[src/rtl/click_classifier.sv]
// Classifies debounced button events into single or double clicks.
// A second rising edge inside the window is a double; otherwise a single.
module click_classifier #(
  parameter int WIN_BITS = 24,
  parameter int WINDOW   = 12_500_000
) (
  input  logic clk,
  input  logic i_sclr_n,
  input  logic i_bin,
  output logic o_single,
  output logic o_double,
  output logic o_busy
);

  typedef enum logic {
    IDLE = 1'b0,
    WAIT = 1'b1
  } state_t;

  localparam logic [WIN_BITS-1:0] LAST = WIN_BITS'(WINDOW - 1);

  state_t              state_q, state_d;
  logic [WIN_BITS-1:0] cnt_q, cnt_d;
  logic                prev_q;
  logic                single_q, single_d;
  logic                double_q, double_d;
  logic                ev;

  // prev_q resets high so a button already held at reset release is not an event
  assign ev = i_bin & ~prev_q;

  always_ff @(posedge clk) begin
    if (!i_sclr_n) begin
      state_q  <= IDLE;
      cnt_q    <= '0;
      prev_q   <= 1'b1;
      single_q <= 1'b0;
      double_q <= 1'b0;
    end else begin
      state_q  <= state_d;
      cnt_q    <= cnt_d;
      prev_q   <= i_bin;
      single_q <= single_d;
      double_q <= double_d;
    end
  end

  always_comb begin
    state_d  = state_q;
    cnt_d    = cnt_q;
    single_d = 1'b0;
    double_d = 1'b0;
    case (state_q)
      IDLE: begin
        if (ev) begin
          state_d = WAIT;
          cnt_d   = '0;
        end
      end
      WAIT: begin
        // An edge on the last window cycle still counts as a double
        if (ev) begin
          double_d = 1'b1;
          state_d  = IDLE;
          cnt_d    = '0;
        end else if (cnt_q == LAST) begin
          single_d = 1'b1;
          state_d  = IDLE;
          cnt_d    = '0;
        end else begin
          cnt_d = cnt_q + 1'b1;
        end
      end
      default: begin
        state_d = IDLE;
        cnt_d   = '0;
      end
    endcase
  end

  assign o_single = single_q;
  assign o_double = double_q;
  assign o_busy   = (state_q == WAIT);

endmodule
[config.mk]
export PLATFORM = sky130hd
export DESIGN_NAME = click_classifier
export DESIGN_NICKNAME = d
export VERILOG_FILES = /design/src/rtl/click_classifier.sv
export SDC_FILE = /design/constraint.sdc
export NUM_CORES = 1
export LEC_CHECK = 0
export ABC_AREA = 1
export CORE_MARGIN = 1
export CORE_UTILIZATION = 40
export CTS_CLUSTER_DIAMETER = 100
export CTS_CLUSTER_SIZE = 10
export DETAILED_ROUTE_END_ITERATION = 8
export PLACE_DENSITY = 0.55
export SLEW_MARGIN = 20
export SYNTH_ARGS = -nofsm -noshare
export SYNTH_HDL_FRONTEND = slang
export SYNTH_SLANG_ARGS = --single-unit
[constraint.sdc]
create_clock -name clk -period 1.9 [get_ports clk]
set_clock_uncertainty 0.2 [all_clocks]
set_input_delay 0.19 -clock clk [delete_from_list [all_inputs] [get_ports clk]]
set_output_delay 0.19 -clock clk [all_outputs]
set_load 0.01 [all_outputs]
==> metrics.md <==
| Metric | Value |
|---|---|
| Synth Instances | 258 |
| # Post-CTS Setup Buffers | 0 |
| Reg2reg end | cnt_q[0] |
| Fin. max-slew vios | 0 |
| Die H | 66.2 um |
| Area of the die | 4380 sq um |
| Worst Path Arrival | 1.71 ns |
| Reg-to-Reg Start | cnt_q[0] |
| Worst-Margin Slew | 0.357 ns |
| CTS tree | done |
| Multi-input logic area | 947 sq um |
| Power Density | 547 nW/um^2 |
| Worst Hold Class | input port to flop |
| Gr usage total | 21.0% |
| Sequential power share | 58.8% |
| Max_slew headroom | 76.1% |
| Die width | 66.2 um |
| Drt wl/cell | 12.4 um |
| Post-CTS Resized | 0 |
| Peak Freq | 580 MHz |
| TritonCTS sink count | 28 |
| P&R area growth vs syn | 11.9% |
| RD Place Congestion | 0.863 |
| Post-Route Setup TNS | 0 ns |
| Vias in the first global route | 1,426 |
| First-pass GRT wire length | 6.86 mm |
| Sw frac | 25.0% |
| Min-delay src | i_bin |
| CTS Buf Count | 3 |
| Status | complete, no violations |
| Number of I/O port buffers | 5 |
| Tmin final | 1.72 ns |
| Power Total | 1.01 mW |
| Crit Path Max Fanout | 19 |
| P_leak | 0.657 nW |
| Tcrit/Tclk final | 90.7% |
| Internal | 0.756 mW |
| Crit. End Element | flop |
| CTS clk-pin slew, worst paths | 0.10 ns |
| Setup-failing EPs final | 0 |
| Nets | 276 |
| CP required | 1.89 ns |
| Critical path launch point type | flop |
| Worst setup margin | 0.177 ns |
| Initial Util | 43.3% |
| Hold endpoint | prev_q |
| Clock root cell | clkbuf_8 |
| Clock power frac | 34.7% |
| Total grt overflow | 0 |
| Reg2reg setup slack | 0.18 ns |
| CTS Buffer Depth | 2 |
| Sequential element share of the synthesized area | 34.0% |
| First-iteration detailed-routing DRC count | 109 |
| Ports | 6 |
| Clock Latency Late Sink | 0.29 ns |
| Initial antenna violation count | 0 |
| Final hold violation count | 0 |
| Reg2Reg Depth | 9 |
| Vias/cell | 4.87 |
| Register Area | 562 sq um |
| WL final | 3.96 mm |
| Mapped Area | 1650 sq um |
| Via count | 1,550 |
| Setup Crit Path Kind | flop to flop |
| Count of cell types in the netlist | 31 |
| Final Instance Count excl. Fillers | 318 |
| RSZ-0062 raised after global routing | no |
| Hold Path Depth | 3 |
| Post-DP HPWL | 2.94 mm |
| H-Tree Depth | 1 |
| Largest net degree at the start of global routing | 20 |
| Share of cells above drive strength 1 | 11.9% |
| Net Switching | 0.252 mW |
| Yosys warns | 0 |
| Hold-fix buffers, CTS | 0 |
| Peak supply drop | 0.250 mV |
| DP Worst Slack | 0.113 ns |
| Register bit count reported by yosys | 28 |
| Combinational cell fraction of total power | 6.5% |
| Max-cap viol count | 0 |
| Residual DRC | 0 |
| N_diodes | 0 |
| Initial DRT Pass Iterations | 4 |
| Core footprint | 3800 sq um |
| Fillers | 402 |
| Synthesized area per cell | 6.38 sq um |
| Antenna-violating nets left | 0 |
| Row cnt | 22 |
| Placed Cells | 315 |
| Post-synth net total | 262 |
## area by class of cell
type                    instances  share of cell area [%]
well taps                      48                    3.26
flip-flops and latches         28                    30.5
clock buffers                   3                    2.24
inverters                      27                    5.77
repair buffers                 15                    6.79
multi-input cells             197                    51.4
## flip-flops by register name, indices dropped and copies added (netlist names)
| name | count |
|---|---|
| o_busy | 1 |
| o_single | 1 |
| prev_q | 1 |
| o_double | 1 |
| cnt_q | 24 |
## layer usage
| metal | vias to the layer above | track usage (%) | part of all wire [%] |
|---|---|---|---|
| met5 | - | 0 | 0 |
| met4 | 0 | 7.18 | 1.6 |
| met3 | 5 | 3.28 | 2.8 |
| met2 | 15 | 31.4 | 42 |
| met1 | 681 | 30.2 | 54 |
| li1 | 849 | - | - |
## synth_stat cells, drive strengths merged
master	count	share of area (%)
nand2	83	20
nor2	38	9.6
dfxtp	28	34
inv	26	6.1
a21oi	21	6.4
nand3	17	5.9
o21ai	10	3.0
nor3	7	2.4
nand4	5	1.9
o21bai	4	1.8
xor2	4	2.1
buf	3	1.4
clkbuf	3	0.68
o21a	3	1.4
clkinv	1	0.23
ha	1	0.76
nand3b	1	0.46
nor4	1	0.38
or2	1	0.38
xnor2	1	0.53
## logic make-up after synthesis
family          Yosys count  share of synthesized area (%)
buf+inv                  33                           8.43
fa+ha+maj                 1                          0.760
simple gates            153                           41.5
compound gates           38                           12.6
flops                    28                           34.0
xor+xnor                  5                           2.66
## cell usage in the layout (no fill, tap or decap), drive strengths merged, types with 5 or more instances in the layout
master and n:
buf 10, nor3 7, nand2 83, a21oi 21
dfxtp 28, nand4 5, nor2 38, o21ai 10
clkdlybuf4s50 5, inv 26, nand3 17
## metrics by stage
stage | hold WS, ns | cell area, sq um | utilization (%)
2_1_floorplan | 0.0864 | 1650 | -
3_3_place_gp | 0.253 | 1800 | 47.3
3_5_place_dp | 0.259 | 1800 | 47.3
4_1_cts | 0.249 | 1840 | 48.4
5_1_grt | 0.295 | 1840 | 48.5
6_report | 0.237 | 1840 | 48.5
## critical path: stages, from the launching register on
cell and delay [ns]:
dfxtp_1 0.38, ha_1 0.17, nand2_1 0.11, inv_2 0.09, nand2_4 0.07, nor2_2 0.12, nand3_4 0.11, nand2_4 0.12
inv_6 0.09, o21a_1 0.17
## worst max path at each step
| stage | from | end | slack [ns] | depth (start not counted) |
|---|---|---|---|---|
| floorplan | cnt_q[0] | cnt_q[0] | 0.22 | 10 |
| global placement | i_bin | cnt_q[18] | 0.13 | 7 |
| detailed placement | i_bin | cnt_q[17] | 0.11 | 8 |
| CTS | cnt_q[0] | cnt_q[17] | 0.12 | 10 |
| global route | cnt_q[10] | cnt_q[19] | 0.008 | 7 |
| finish | cnt_q[0] | cnt_q[0] | 0.18 | 9 |
## power by group through the flow
stage	sequential, mW	combinational, mW	clock (mW)
final	0.593	0.0655	0.350
after global routing	0.593	0.0737	0.370
after CTS	0.593	0.0658	0.349
after detailed placement	0.606	0.0657	0
after global placement	0.606	0.0659	0
after floorplan	0.606	0.0390	0
Note: power is estimated with default switching activity, not from simulation.
